File: src/rtl/serial_unloader_pkg.sv
// rtl/serial_unloader_pkg.sv - shared word width and FSM state encoding for the serial unloader
// Purpose: constants shared with the parallel load register and the unloader FSM.
// Ports: none (package).
package serial_unloader_pkg;

    // Word width shared with the parallel load register.
    localparam int unsigned DEFAULT_WIDTH = 4;

    // 2'b11 is unreachable; the FSM treats it as ST_IDLE.
    typedef enum logic [1:0] {
        ST_IDLE  = 2'b00,
        ST_SHIFT = 2'b01,
        ST_DONE  = 2'b10
    } state_e;

endpackage

File: src/rtl/serial_unloader_shift_out_reg.sv
// rtl/serial_unloader_shift_out_reg.sv - shadow register with parallel load and directional shift
// Purpose: holds the captured word and shifts it toward the output end, zero-filling.
// Ports:
//   clock_i    rising-edge clock
//   resetn_i   synchronous active-low reset, clears the shadow
//   load_i     capture data_i (has priority over shift_i)
//   data_i     parallel word to capture
//   shift_i    advance one bit toward the output end
//   bit_o      bit currently at the output end
module serial_unloader_shift_out_reg
    import serial_unloader_pkg::*;
#(
    parameter int unsigned WIDTH     = DEFAULT_WIDTH,
    parameter bit          LSB_FIRST = 1'b1
) (
    input  logic             clock_i,
    input  logic             resetn_i,
    input  logic             load_i,
    input  logic [WIDTH-1:0] data_i,
    input  logic             shift_i,
    output logic             bit_o
);

    logic [WIDTH-1:0] shadow_q;
    logic [WIDTH-1:0] shadow_d;
    logic [WIDTH-1:0] shifted;

    // Zero-fill means the shadow is all zeros once a full word has drained,
    // so bit_o reads 0 in IDLE and DONE without extra gating.
    if (LSB_FIRST) begin : g_lsb
        assign shifted = {1'b0, shadow_q[WIDTH-1:1]};
        assign bit_o   = shadow_q[0];
    end else begin : g_msb
        assign shifted = {shadow_q[WIDTH-2:0], 1'b0};
        assign bit_o   = shadow_q[WIDTH-1];
    end

    always_comb begin
        shadow_d = shadow_q;
        if (load_i) begin
            shadow_d = data_i;
        end else if (shift_i) begin
            shadow_d = shifted;
        end
    end

    always_ff @(posedge clock_i) begin
        if (!resetn_i) begin
            shadow_q <= '0;
        end else begin
            shadow_q <= shadow_d;
        end
    end

endmodule

File: src/rtl/serial_unloader.sv
// rtl/serial_unloader.sv - captures a parallel word on start and drains it one bit per handshake
// Purpose: parallel-to-serial unloader with start/busy/done control and valid/ready output.
// Ports:
//   clock       rising-edge clock
//   reset       synchronous active-low reset
//   R           parallel word, sampled on the accepting start cycle
//   start       capture request, honoured only when idle
//   sout        current serial bit
//   sout_valid  sout holds a valid bit
//   sout_ready  downstream accepts sout this cycle
//   busy        high from the cycle after start until DONE completes
//   done        one-cycle pulse after the last bit is accepted
module serial_unloader
    import serial_unloader_pkg::*;
#(
    parameter int unsigned WIDTH     = DEFAULT_WIDTH,
    parameter bit          LSB_FIRST = 1'b1
) (
    input  logic             clock,
    input  logic             reset,
    input  logic [WIDTH-1:0] R,
    input  logic             start,
    output logic             sout,
    output logic             sout_valid,
    input  logic             sout_ready,
    output logic             busy,
    output logic             done
);

    localparam int unsigned      CNT_W    = $clog2(WIDTH);
    localparam logic [CNT_W-1:0] LAST_IDX = CNT_W'(WIDTH - 1);

    state_e           state_q, state_d;
    state_e           state_eff;
    logic [CNT_W-1:0] count_q, count_d;
    logic             valid_q, valid_d;
    logic             busy_q, busy_d;
    logic             done_q, done_d;
    logic             load;
    logic             shift;

    always_comb begin
        // Fold the unused encoding onto IDLE.
        state_eff = (state_q == ST_SHIFT || state_q == ST_DONE) ? state_q : ST_IDLE;
        state_d   = state_eff;
        count_d   = count_q;
        load      = 1'b0;
        shift     = 1'b0;
        case (state_eff)
            ST_IDLE: begin
                if (start) begin
                    load    = 1'b1;
                    count_d = '0;
                    state_d = ST_SHIFT;
                end
            end
            ST_SHIFT: begin
                if (sout_ready) begin
                    shift = 1'b1;
                    // Hold the counter on the last bit so it never wraps.
                    if (count_q == LAST_IDX) begin
                        state_d = ST_DONE;
                    end else begin
                        count_d = count_q + 1'b1;
                    end
                end
            end
            ST_DONE: begin
                state_d = ST_IDLE;
            end
            default: begin
                state_d = ST_IDLE;
            end
        endcase
        // Outputs are registered as a decode of the next state.
        valid_d = (state_d == ST_SHIFT);
        busy_d  = (state_d == ST_SHIFT) || (state_d == ST_DONE);
        done_d  = (state_d == ST_DONE);
    end

    always_ff @(posedge clock) begin
        if (!reset) begin
            state_q <= ST_IDLE;
            count_q <= '0;
            valid_q <= 1'b0;
            busy_q  <= 1'b0;
            done_q  <= 1'b0;
        end else begin
            state_q <= state_d;
            count_q <= count_d;
            valid_q <= valid_d;
            busy_q  <= busy_d;
            done_q  <= done_d;
        end
    end

    serial_unloader_shift_out_reg #(
        .WIDTH     (WIDTH),
        .LSB_FIRST (LSB_FIRST)
    ) u_shift_out_reg (
        .clock_i  (clock),
        .resetn_i (reset),
        .load_i   (load),
        .data_i   (R),
        .shift_i  (shift),
        .bit_o    (sout)
    );

    assign sout_valid = valid_q;
    assign busy       = busy_q;
    assign done       = done_q;

endmodule

File: config.mk
export PLATFORM = sky130hd
export DESIGN_NAME = serial_unloader
export DESIGN_NICKNAME = d
export VERILOG_FILES = /design/src/rtl/serial_unloader_pkg.sv /design/src/rtl/serial_unloader_shift_out_reg.sv /design/src/rtl/serial_unloader.sv
export SDC_FILE = /design/constraint.sdc
export NUM_CORES = 1
export LEC_CHECK = 0
export BUFFER_PORTS_ARGS = -buffer_cell sky130_fd_sc_hd__buf_4
export CAP_MARGIN = 40
export CORE_AREA = 2 2 39 41
export CTS_BUF_LIST = sky130_fd_sc_hd__clkbuf_8
export DETAILED_ROUTE_END_ITERATION = 6
export DIE_AREA = 0 0 41 43
export PLACE_DENSITY_LB_ADDON = 0.15
export SLEW_MARGIN = 30
export SYNTH_ARGS = -nofsm -noshare
export SYNTH_HDL_FRONTEND = slang
export SYNTH_HIERARCHICAL = 1
export SYNTH_SLANG_ARGS = --single-unit
export TNS_END_PERCENT = 5
File: constraint.sdc
create_clock -name clock -period 4.3 [get_ports clock]
set_input_delay 1.075 -clock clock [delete_from_list [all_inputs] [get_ports clock]]
set_output_delay 1.075 -clock clock [all_outputs]
set_load 0.01 [all_outputs]
### Word level (Yosys, flattened, before mapping)

Cells that the tools add are included.

| cells by class | value |
|---|---|
| add/sub/neg operators | 1 |
| eq/ne operators | 9 |
| mux-type cells | 15 |
| reduce and logical (&&, ||, !) cells | 6 |

Operators by type and width:

| kind | count |
|---|---|
| 2-bit 2-to-1 mux | 7 |
| 4-bit 2-to-1 mux | 2 |
| 2-bit case mux with 2 select lines | 2 |
| 2-bit by 1-bit equality test with 1-bit output (second input constant) | 3 |
| 2-bit equality test (second input constant) | 3 |
| 2-bit != test (second input constant) | 3 |
| 1-bit 2-to-1 mux | 4 |
| 4-bit AND reduction | 1 |
| 2-bit nonzero test | 2 |
| 2-bit by 1-bit adder with 2-bit output (second input constant) | 1 |
| 2-bit zero test | 1 |
| 1-bit logical OR | 2 |

| word-level totals | value |
|---|---|
| register bits | 11 |
| bits of input ports | 8 |
| output and inout port bits | 4 |
| word-level logic and storage cells | 37 |

### Logic depth before layout (Yosys ltp)

| logic depth | value |
|---|---|
| word-level depth | 8 |
| depth in mapped cells | 7 |

### Hierarchy

Netlist, hierarchy kept.

Modules (own cells, without submodules):

| module | times used | cells an instance | area each (um^2) | sequential area each (um^2) |
|---|---|---|---|---|
| serial_unloader | 1 | 42 | 400.4 | 140.1 |
| serial_unloader_shift_out_reg | 1 | 16 | 186.4 | 80.1 |

### Least setup slack after synthesis

OpenSTA, ideal clock, no wires.

| timing path | value |
|---|---|
| path kind | input-to-reg |
| start point | in sout_ready |
| end point | reg busy_q, in the netlist busy |
| library setup time | 0.065 ns |
| arrival | 1.947 ns |
| required time | 4.235 ns |
| slack | 2.288 ns |
| stages on the path | 5 |
| cell sequence | nand2_1 a31oi_1 or3_1 ha_1 nor2b_1 |

| between the ends | value |
|---|---|
| longest elaborated chain between the ends | 4 |
| elaborated cells between the ends (all ways) | 5 |
| those cells by class | eq/ne: 2; mux: 2; reduce/logical: 1 |

RTL lines:

| what | line | RTL |
|---|---|---|
| start: declaration | serial_unloader.sv:25 | `input logic sout_ready,` |
| 2-bit 2-to-1 mux (*) | serial_unloader.sv:58 | `if (sout_ready) begin` |
| 2-bit case mux with 2 select lines (*) | serial_unloader.sv:49 | `case (state_eff)` |
| 2-bit by 1-bit equality test with 1-bit output / 2-bit equality test (equally long branches) | serial_unloader.sv:77 | `busy_d = (state_d == ST_SHIFT) \|\| (state_d == ST_DONE);` |
| 1-bit logical OR (*) | serial_unloader.sv:77 |  |
| end signal: assignment | serial_unloader.sv:92 | `busy_q <= busy_d;` |
| end: declaration | serial_unloader.sv:37 | `logic busy_q, busy_d;` |

Mark *: on every way between the ends. The rest lies on a longest branch, timed or not.
A chain may end at the register's enable or synchronous reset.

### Worst setup path in the final report

Ends and elaborated chain as after synthesis.

==> flow_summary.json <==
{
  "status": "finished clean",
  "ant_nets": 0,
  "wl_met3_um": 69,
  "finalSetupViolations": 0,
  "portBuffers": 11,
  "numPlacedInstances": 85,
  "final-seq-area_um2": 220,
  "slowest_delay_ns": 0.38,
  "finClkSkew_ns": 0.00159,
  "route.detailed.drc": 0,
  "fmax_ghz": 0.510,
  "synth-seq-area-share": 0.375,
  "layout_min_cycle_time_ns": 1.96,
  "syn2layout_area_growth_pct": 25.2,
  "power_frac_seq": 0.438,
  "yosysMostFrequentCell": "dfxtp_1",
  "initial_core_util": 0.424,
  "clkPwrFrac": 0.415,
  "die_x_um": 41,
  "leakage_nw": 0.353,
  "pin_count": 12,
  "grt_max_degree": 14,
  "hp-class": "reg2reg",
  "routabilityCongestion": 0.720,
  "coreArea_mm2": 0.00138,
  "dr.first_iter.drc_count": 3,
  "hold_viol_final": 0,
  "drive_gt1_frac": 0.247,
  "cpMaxStageDelayCell": "or3_1",
  "critical_path_class": "in2reg",
  "dr.pass1.iters": 3,
  "finalSetupTns_ns": 0,
  "postCtsHoldBufs": 0,
  "relSlewSlack": 0.820,
  "post-route-period-util": 0.456,
  "insertion_delay_ns": 0.24,
  "syn_area_per_cell_um2": 10.1,
  "postCtsSetupRepairBufs": 0,
  "power.internal_uw": 192,
  "antenna-diode-count": 0,
  "drv_cap": 0,
  "fill_cells": 130,
  "cts-htree-levels": 1,
  "wire_per_inst_um": 11.4,
  "clkSinkCount": 11,
  "switching_power_uw": 61.4,
  "clockBufferDepth": 2,
  "clkTransAtPathRegs_ns": 0.05,
  "tightest_slew_ns": 0.266,
  "cp-startpoint": "sout_ready",
  "hpwlAfterDp_um": 735,
  "synth_seq_cells": 11,
  "ys_async_sr_fraction": 0,
  "rows": 14,
  "ys_types": 22,
  "ys.flop_type": "dfxtp_1",
  "synth_area_leader_cell": "dfxtp_1",
  "final_cells": 89,
  "rsz0062_at_grt": "no",
  "rr_startpoint": "state_q[1]$_SDFF_PN0_",
  "cp-start-kind": "input port",
  "r2r_cells": 6,
  "netlist_area_um2": 587,
  "r2r_slack_ns": 2.61,
  "path_cells": "buf_4 > nand2_1 > a31oi_1 > or3_1 > ha_1 > nor2b_1",
  "detail_route.vias_per_cell": 4.91,
  "route.vias.total": 437,
  "die_h_um": 43,
  "routed.top_layer": "met4",
  "worstHoldPathCells": 2,
  "ys_top_cells_by_count": "11 x dfxtp_1, 7 x ha_1, 5 x and2_1",
  "ir_drop_mv": 0.172,
  "critPathArrivalTime_ns": 2.14,
  "netlist.area_leader.share": 0.375,
  "clockRootBuffer": "clkbuf_8",
  "endpoint": "busy$_SDFF_PN0_",
  "grt_pass1_vias": 411,
  "swShare": 0.243,
  "grt_use_total": 0.156,
  "dieArea_mm2": 0.00176,
  "crit_path_end_kind": "flop",
  "yosys_warnings": 6,
  "worstReg2RegEnd": "busy$_SDFF_PN0_",
  "antenna_found_initial": 0,
  "wl_um": 1020,
  "gr-total-overflow": 0,
  "final-max-slew-violation-count": 0,
  "wl_met2_um": 474,
  "grt_first_pass_wirelength_um": 1750,
  "finalNetCount": 89,
  "wl_met1_um": 459,
  "cts_tree": "yes",
  "crit_fanout": 4,
  "synth_edf_count": 0,
  "p_per_area_mw_per_mm2": 344,
  "synthCells": 58,
  "ys_top_cells_by_area": "dfxtp_1 38%, ha_1 15%, mux2_2 5.8%",
  "share_comb_of_total_power": 0.146,
  "syn-num-nets": 73,
  "cts.repair.resized": 0,
  "worst_ep_required_time_ns": 4.48,
  "cts_made_buffers": 3,
  "multiInputGateArea_um2": 352
}
==> power by group through the flow <==
stage,combinational [mW],clock (mW),sequential [mW]
after floorplan,0.0221,0,0.114
after global routing,0.0422,0.111,0.112
after detailed placement,0.0374,0,0.113
final,0.0370,0.105,0.111
after CTS,0.0375,0.107,0.111
after global placement,0.0372,0,0.113
==> worst min-delay path by stage <==
stage / from / end / slack (ns)
final: count_q[1]$_SDFFE_PN0P_ / count_q[1]$_SDFFE_PN0P_ / 0.47
after global routing: count_q[1]$_SDFFE_PN0P_ / count_q[1]$_SDFFE_PN0P_ / 0.51
after CTS: count_q[1]$_SDFFE_PN0P_ / count_q[1]$_SDFFE_PN0P_ / 0.47
after detailed placement: count_q[1]$_SDFFE_PN0P_ / count_q[1]$_SDFFE_PN0P_ / 0.46
after global placement: count_q[1]$_SDFFE_PN0P_ / count_q[1]$_SDFFE_PN0P_ / 0.45
after floorplan: count_q[1]$_SDFFE_PN0P_ / count_q[1]$_SDFFE_PN0P_ / 0.44
==> registers in the layout, indices dropped and copies added (netlist names) <==
| register | count |
|---|---|
| count_q | 2 |
| u_shift_out_reg/shadow_q | 4 |
| busy | 1 |
| done | 1 |
| state_q | 2 |
| sout_valid | 1 |
==> cells by family (layout without fill, tap and decap cells) <==
logic type	count (synthesis)	after routing	share of synthesized area
AO/OA/AOI/OAI	8	8	0.113
AND/OR/NAND/NOR	22	22	0.228
flip-flops	11	11	0.375
multiplexers	6	6	0.109
buffers and inverters	4	19	0.0256
adder cells (fa/ha/maj)	7	7	0.149
==> worst max-delay path, delay by kind of cell <==
| kind | cells | cell delay (ns) |
|---|---|---|
| fa+ha+maj | 1 | 0.30 |
| buf+inv | 1 | 0.12 |
| simple gates | 3 | 0.54 |
| compound gates | 1 | 0.12 |
==> stage by stage <==
step           power, mW   util  hold slack [ns]  area, um2  worst slack, ns
3_5_place_dp       0.150  0.498            0.462        689             2.09
5_1_grt            0.265  0.531            0.514        734             2.28
4_1_cts            0.255  0.531            0.469        734             2.34
6_report           0.253  0.531            0.475        734             2.34
2_1_floorplan      0.136      -            0.438        587             2.29
3_3_place_gp       0.150  0.498            0.450        689             2.10
==> metal layers <==
layer	vias to the layer above	global-route usage
met5	-	0
met4	0	0.120
met3	2	0.0628
met2	13	0.222
met1	190	0.176
li1	232	-
==> cell usage in the layout, fill, tap and decap left out, types with 2 or more instances in the layout <==
| cell type | instances |
|---|---|
| dfxtp_1 | 11 |
| buf_4 | 11 |
| ha_1 | 7 |
| inv_1 | 5 |
| and2_1 | 5 |
| nand2_1 | 4 |
| mux2i_1 | 3 |
| clkbuf_8 | 3 |
| mux2_2 | 3 |
| or2b_1 | 3 |
| o211a_1 | 3 |
| nand3b_1 | 2 |
| a21oi_1 | 2 |
==> cell type report <==
type / count / area share
inverter: 4 / 0.0204
sequential: 11 / 0.300
multi-input combinational: 43 / 0.479
tap: 16 / 0.0273
timing repair buffer: 11 / 0.112
clock buffer: 3 / 0.0562
clock inverter: 1 / 0.00511
(Power assumes the default switching activity.)
